`config.mk`:
```
export PLATFORM = sky130hd
export DESIGN_NAME = seg7_frame_decoder
export DESIGN_NICKNAME = d
export VERILOG_FILES = /design/src/rtl/seg7_pkg.sv /design/src/rtl/seg7_digit_decode.sv /design/src/rtl/seg7_frame_decoder.sv
export SDC_FILE = /design/constraint.sdc
export NUM_CORES = 1
export LEC_CHECK = 0
export CAP_MARGIN = 20
export CORE_MARGIN = 10
export CORE_UTILIZATION = 56
export CTS_CLUSTER_DIAMETER = 60
export DETAILED_ROUTE_END_ITERATION = 6
export GPL_TIMING_DRIVEN = 0
export PLACE_DENSITY = 0.81
export SLEW_MARGIN = 40
export SYNTH_ARGS = -nofsm -noshare
export SYNTH_HDL_FRONTEND = slang
export SYNTH_SLANG_ARGS = --single-unit
```
`constraint.sdc`:
```
create_clock -name clk -period 2.2 [get_ports clk]
set_input_delay 0.22 -clock clk [delete_from_list [all_inputs] [get_ports clk]]
set_output_delay 0.22 -clock clk [all_outputs]
set_load 0.05 [all_outputs]
```
`src/rtl/seg7_pkg.sv`:
```
// seg7_pkg: segment pattern constants (index 0=a .. 6=g, 0=lit) and decoder FSM encoding
package seg7_pkg;
  localparam logic [0:6] SEG_0 = 7'b0000001;
  localparam logic [0:6] SEG_1 = 7'b1001111;
  localparam logic [0:6] SEG_2 = 7'b0010010;
  localparam logic [0:6] SEG_3 = 7'b0000110;
  localparam logic [0:6] SEG_4 = 7'b1001100;
  localparam logic [0:6] SEG_5 = 7'b0100100;
  localparam logic [0:6] SEG_6 = 7'b0100000;
  localparam logic [0:6] SEG_7 = 7'b0001111;
  localparam logic [0:6] SEG_8 = 7'b0000000;
  localparam logic [0:6] SEG_9 = 7'b0000100;
  localparam logic [0:6] SEG_A = 7'b0001000;
  localparam logic [0:6] SEG_B = 7'b1100000;
  localparam logic [0:6] SEG_C = 7'b0110001;
  localparam logic [0:6] SEG_D = 7'b1000010;
  localparam logic [0:6] SEG_E = 7'b0110000;
  localparam logic [0:6] SEG_F = 7'b0111000;
  localparam logic [0:6] SEG_BLANK = 7'b1111111;
  localparam logic [0:6] SEG_MINUS = 7'b1111110;
  typedef enum logic {SETTLE = 1'b0, PENDING = 1'b1} state_t;
endpackage

```
`src/rtl/seg7_digit_decode.sv`:
```
// seg7_digit_decode: 7-seg pattern -> {invalid, minus, blank, value[3:0]}
// SEG7_HEX_DECODE_EN: when defined, A..F patterns decode to 4'hA..4'hF instead of invalid
module seg7_digit_decode
  import seg7_pkg::*;
(
  input  logic [0:6] seg_i,
  output logic [6:0] dec_o
);
  always_comb begin
    dec_o = {3'b100, 4'd0};
    case (seg_i)
      SEG_0:     dec_o = {3'b000, 4'd0};
      SEG_1:     dec_o = {3'b000, 4'd1};
      SEG_2:     dec_o = {3'b000, 4'd2};
      SEG_3:     dec_o = {3'b000, 4'd3};
      SEG_4:     dec_o = {3'b000, 4'd4};
      SEG_5:     dec_o = {3'b000, 4'd5};
      SEG_6:     dec_o = {3'b000, 4'd6};
      SEG_7:     dec_o = {3'b000, 4'd7};
      SEG_8:     dec_o = {3'b000, 4'd8};
      SEG_9:     dec_o = {3'b000, 4'd9};
      SEG_BLANK: dec_o = {3'b001, 4'd0};
      SEG_MINUS: dec_o = {3'b010, 4'd0};
`ifdef SEG7_HEX_DECODE_EN
      SEG_A:     dec_o = {3'b000, 4'hA};
      SEG_B:     dec_o = {3'b000, 4'hB};
      SEG_C:     dec_o = {3'b000, 4'hC};
      SEG_D:     dec_o = {3'b000, 4'hD};
      SEG_E:     dec_o = {3'b000, 4'hE};
      SEG_F:     dec_o = {3'b000, 4'hF};
`endif
      default:   dec_o = {3'b100, 4'd0};
    endcase
  end
endmodule

```
`src/rtl/seg7_frame_decoder.sv`:
```
// seg7_frame_decoder: waits for a stable 4-digit 7-seg frame, decodes it and publishes it on valid/ready
// Hex digits A..F are decoded only when SEG7_HEX_DECODE_EN is defined (see seg7_digit_decode)
module seg7_frame_decoder
  import seg7_pkg::*;
#(
  parameter int STABLE_CYCLES = 4,
  parameter int CNT_W         = 3
) (
  input  logic       clk,
  input  logic       rst,
  input  logic [0:6] y0_i,
  input  logic [0:6] y1_i,
  input  logic [0:6] y2_i,
  input  logic [0:6] y3_i,
  input  logic       out_ready_i,
  output logic       out_valid_o,
  output logic [3:0] digit0_o,
  output logic [3:0] digit1_o,
  output logic [3:0] digit2_o,
  output logic [3:0] digit3_o,
  output logic [3:0] blank_o,
  output logic [3:0] minus_o,
  output logic [3:0] invalid_o,
  output logic       overrun_o
);
  logic [27:0] raw, sample_q, last_q;
  logic [CNT_W-1:0] cnt_q, cnt_d;
  logic pub_q, overrun_q, stable, new_frame;
  state_t state_q;
  logic [6:0] dec [4];
  logic [15:0] digits_q, digits_d;
  logic [3:0] blank_q, minus_q, invalid_q, blank_d, minus_d, invalid_d;
  assign raw = {y3_i, y2_i, y1_i, y0_i};
  for (genvar i = 0; i < 4; i++) begin : g_dec
    seg7_digit_decode u_dec (.seg_i(sample_q[7*i +: 7]), .dec_o(dec[i]));
    assign digits_d[4*i +: 4] = dec[i][3:0];
    assign blank_d[i]   = dec[i][4];
    assign minus_d[i]   = dec[i][5];
    assign invalid_d[i] = dec[i][6];
  end
  assign stable    = cnt_q == CNT_W'(STABLE_CYCLES);
  assign cnt_d     = (raw != sample_q) ? '0 : stable ? cnt_q : cnt_q + CNT_W'(1);
  // pub_q makes the first stable frame after reset count as new regardless of last_q
  assign new_frame = stable && (!pub_q || sample_q != last_q);
  always_ff @(posedge clk) begin
    if (rst) begin
      sample_q  <= '1;
      cnt_q     <= '0;
      last_q    <= '0;
      pub_q     <= 1'b0;
      state_q   <= SETTLE;
      overrun_q <= 1'b0;
      digits_q  <= '0;
      blank_q   <= '0;
      minus_q   <= '0;
      invalid_q <= '0;
    end else begin
      sample_q <= raw;
      cnt_q    <= cnt_d;
      if (new_frame) begin
        last_q    <= sample_q;
        pub_q     <= 1'b1;
        state_q   <= PENDING;
        digits_q  <= digits_d;
        blank_q   <= blank_d;
        minus_q   <= minus_d;
        invalid_q <= invalid_d;
        if (state_q == PENDING && !out_ready_i) overrun_q <= 1'b1;
      end else if (state_q == PENDING && out_ready_i) begin
        state_q <= SETTLE;
      end
    end
  end
  assign out_valid_o = state_q == PENDING;
  assign digit0_o    = digits_q[3:0];
  assign digit1_o    = digits_q[7:4];
  assign digit2_o    = digits_q[11:8];
  assign digit3_o    = digits_q[15:12];
  assign blank_o     = blank_q;
  assign minus_o     = minus_q;
  assign invalid_o   = invalid_q;
  assign overrun_o   = overrun_q;
endmodule

```
Yosys cells after proc, flatten, opt, wreduce, memory -nomap -nowiden
Cells that the tools add are included.

word-level totals
  flip-flop bits (word level) = 90
  output and inout bits = 30
  input port bits = 31
  logic and storage cells = 77

operators by class
  add/sub/neg operators = 1
  eq/ne operators = 47
  muxes and demuxes = 6
  reductions and logical operators = 13

operator list
  kind                                            count
  case mux 7 bit (12 select lines)                4
  == test 7 bit (second input constant)           16
  == test 7 x 3 -> 1 bit (second input constant)  8
  == test 7 x 6 -> 1 bit (second input constant)  8
  != test 28 bit                                  2
  == test 7 x 1 -> 1 bit (second input constant)  4
  == test 7 x 4 -> 1 bit (second input constant)  4
  == test 7 x 5 -> 1 bit (second input constant)  4
  logical NOT 7 bit                               4
  adder 3 x 1 -> 3 bit (second input constant)    1
  == test 3 bit (second input constant)           1
  logical AND 1 bit                               3
  logical NOT 1 bit                               2
  two-way mux 1 bit                               2
  AND reduction 2 bit                             1
  nonzero test 2 bit                              1
  OR reduction 2 bit                              1
  logical OR 1 bit                                1

Logic depth before layout (Yosys ltp)
  depth in word-level cells = 4
  mapped depth = 8

By module
A second synthesis with hierarchy kept.

second synthesis, totals
  cell total of the unflattened synthesis = 532
  area, all modules = 5,084.9 µm²

modules (own cells, without submodules)
  module              times used  area an instance (µm²)  seq. area each (µm²)  cells an instance
  seg7_frame_decoder  1           4,103.9                 1,801.7               404
  seg7_digit_decode   4           245.2                   0.0                   32

Worst setup path before layout
Ideal clock, no wire load.

  kind = reg-to-reg
  start = reg sample_q[7]
  end = reg digits_q[1]
  stages on the path, launching flop included = 8
  data arrival time = 1.828 ns
  path buffers = 2
  data required time = 2.079 ns
  slack = 0.252 ns
  cell sequence = dfxtp_1 > buf_2 > xnor2_1 > nand4_1 > or4_4 > o21ai_1 > buf_4 > mux2_2

between the ends
  longest elaborated chain between the ends = 3

ends and longest elaborated chain
  item                      RTL line                  text
  start: declaration        seg7_frame_decoder.sv:26  logic [27:0] raw, sample_q, last_q;
  start signal: assignment  seg7_frame_decoder.sv:58  sample_q <= raw;
  != test 28 bit            seg7_frame_decoder.sv:44  assign new_frame = stable && (!pub_q || sample_q != last_q);
  logical OR 1 bit          seg7_frame_decoder.sv:44
  logical AND 1 bit         seg7_frame_decoder.sv:44
  end signal: assignment    seg7_frame_decoder.sv:64  digits_q <= digits_d;
  end: declaration          seg7_frame_decoder.sv:31  logic [15:0] digits_q, digits_d;

No other way between the ends.
A chain may end at the register's enable or synchronous reset.

Final worst setup path
  start = reg sample_q[7]
  end = reg last_q[21]

between the ends
  longest elaborated chain between the ends = 3

ends and longest elaborated chain
  item                    RTL line                  text
  != test 28 bit          seg7_frame_decoder.sv:44
  logical OR 1 bit        seg7_frame_decoder.sv:44
  logical AND 1 bit       seg7_frame_decoder.sv:44
  end signal: assignment  seg7_frame_decoder.sv:61  last_q <= sample_q;
  end: declaration        seg7_frame_decoder.sv:26

No other way between the ends.

==> results_dict.tcl <==
set metrics [dict create \
    htree_levels 3 \
    grt-ovfl-total 0 \
    initial_utilization 0.5727 \
    rr_worst_depth 8 \
    cts_buffer_depth 2 \
    power.density_nw_per_um2 558.1 \
    core-area_um2 8217 \
    layout_common_cells "nand2_1 (92), dfxtp_1 (87), clkdlybuf4s50_1 (59)" \
    rsz0062_at_grt "true" \
    slew_viol_final 0 \
    clockPowerShare 0.347 \
    synth_cells 534 \
    final-setup-viol-count 0 \
    hold_depth 2 \
    synth_edf_count 0 \
    relSlewSlack 0.5949 \
    ys.flop_type "dfxtp_1" \
    antenna_found_initial 0 \
    n_antenna_cell 0 \
    drv_cap 0 \
    ys_ff_latch 90 \
    die_area_um2 12470 \
    avgViaCountPerCell 5.671 \
    drtPass1Iterations 6 \
    grt_start_max_net_pins 14 \
    fin_setup_tns_ns 0 \
    final_cells 705 \
    peakVddDrop_uv 459.9 \
    cts_buffers 9 \
    yosysTopAreaCell "dfxtp_1" \
    grt_pass1_wl_mm 19.85 \
    syn-num-nets 567 \
    internal-power_w 0.002367 \
    rows 33 \
    ios 61 \
    synth_top_area_frac 0.3829 \
    die_width_um 111.7 \
    tritoncts "yes" \
    grt_pass1_vias 3975 \
    p_seq_frac 0.530 \
    clk_latency_ns 0.36 \
    skew_ns 0.009706 \
    power.switching_w 0.0008264 \
    outcome "completed" \
    worstPathMaxFanout 10 \
    syn_to_final_growth_pct 21.59 \
    drive_above_1_share 0.1483 \
    cp_data_required_time_ns 2.48 \
    seq_area_frac_synth 0.3829 \
    path_class "reg2reg" \
    root_buffer "clkbuf_8" \
    period_share 0.9787 \
    cp-end-kind "register" \
    p_comb_frac 0.124 \
    yosys_warnings 0 \
    avgSynthCellArea_um2 8.812 \
    start_kind "register" \
    syn_area_um2 4706 \
    final_common_cell "nand2_1" \
    routedWlPerCell_um 17.90 \
    max_freq_ghz 0.4645 \
    track_usage 0.1924 \
    ant_nets 0 \
    synth_cell_types 55 \
    cellLeakagePower_nw 2.229 \
    place_hpwl_mm 9.294 \
    hold_viol_final 0 \
    portBuffers 59 \
    hold_class "reg2reg" \
    switching_share 0.2588 \
    dp.cells 698 \
    drc_errors 0 \
    path_clk_slew_ns 0.09 \
    cp_data_arrival_time_ns 2.44 \
    post-route-min-period_ns 2.153 \
    nets 631 \
    async_flop_share 0 \
    worst_pin_slew_ns 0.6076 \
    drt_iter0_markers 242 \
    dieHeight_um 111.7 \
    synthTopCellsByArea "dfxtp_1 (38%), mux2i_1 (11%), nand2_1 (7.3%)" \
    vias 3998 \
    place.gp.congestion 0.8929 \
    numClockSinks 90 \
    totalWireLength_mm 12.62 \
]
==> final cells by class <==
class	count	area (µm²)
fill	677	2495
clock inverter	3	42.54
sequential	90	1805
buffer	43	269.0
clock buffer	10	137.6
tap	105	131.4
multi-input combinational	388	2711
inverter	5	18.77
timing repair buffer	61	605.6
==> flip-flops by register name (all words and copies together) (netlist names) <==
name,cells
blank_o,4
cnt_q,3
digits_q,16
invalid_o,4
last_q,28
minus_o,4
out_valid_o,1
overrun_o,1
pub_q,1
sample_q,28
==> synth_stat cells, drive strengths merged (4+ instances only) <==
cell type  count
a2111oi        4
a21oi         10
buf           19
clkbuf        32
dfxtp         90
inv            5
mux2           5
mux2i         53
nand2         92
nand2b         8
nand3          8
nand3b         5
nand4         10
nor2          17
nor2b          8
nor3          12
nor4          12
o21ai          8
or2           28
or3            4
or4            5
xnor2         28
xor2          33
==> path summary, 6_finish.rpt <==
kind | from | to | slack (ns)
min reg2reg | invalid_o[1]$_SDFFE_PP0P_ | invalid_o[1]$_SDFFE_PP0P_ | 0.46
max reg2reg | sample_q[7]$_SDFF_PP1_ | last_q[21]$_SDFFE_PP0P_ | 0.05
min | invalid_o[1]$_SDFFE_PP0P_ | invalid_o[1]$_SDFFE_PP0P_ | 0.46
max | sample_q[7]$_SDFF_PP1_ | last_q[21]$_SDFFE_PP0P_ | 0.05
==> power by group through the flow <==
stage	registers (W)	clock network, W	logic (W)
2_1_floorplan	0.00170	0	0.000252
3_3_place_gp	0.00171	0	0.000385
3_5_place_dp	0.00171	0	0.000395
4_1_cts	0.00169	0.00111	0.000384
5_1_grt	0.00170	0.00117	0.000427
6_report	0.00169	0.00111	0.000394
==> kinds of logic after synthesis <==
| family | count (synthesis) | share of synthesized area |
|---|---|---|
| simple gates | 228 | 0.2531 |
| flops | 90 | 0.3829 |
| xor+xnor | 61 | 0.1151 |
| mux | 58 | 0.1247 |
| buf+inv | 56 | 0.06195 |
| compound gates | 39 | 0.05690 |
| fa+ha+maj | 2 | 0.005317 |
==> per-stage QoR <==
stage               hold slack (ns)  total power (W)  cell area [µm²]  setup WS [ns]    util
floorplan                    0.3266         0.001955             4706         0.2517       -
global placement             0.4454         0.002091             5428        -0.1145  0.6606
detailed placement           0.4527         0.002102             5428        -0.2065  0.6606
CTS                          0.4656         0.003178             5669       0.002978  0.6900
global route                 0.4844         0.003298             5722      -0.004668  0.6964
finish                       0.4642         0.003193             5722        0.04694  0.6964
==> critical path, stage by stage (launching register included) <==
cell     delay [ns]
dfxtp_1        0.31
buf_4          0.17
xnor2_2        0.18
nand4_1        0.11
or4_4          0.55
o21ai_4        0.19
buf_6          0.16
buf_8          0.17
mux2i_4        0.24
==> metal layers <==
metal  share of wire  GRT usage  wire length [µm]  up-vias
met2            0.49     0.3326              6163      142
met1            0.42     0.2273              5313     1901
met3           0.063    0.04187               800       25
li1                -          -                 -     1930
met5               0          0                 0        -
met4           0.027    0.07112               338        0
==> repair_timing <==
| item | CTS | global route |
|---|---|---|
| pin swaps | 0 | 4 |
| hold buffers | 0 | 0 |
| setup buffers | 1 | 0 |
| gates cloned | 1 | 0 |
| gates resized for setup | 17 | 16 |
| endpoints found under the hold margin | 0 | 0 |
| endpoints found under the setup margin | 37 | 37 |
Note: power is estimated with default switching activity, not from simulation.
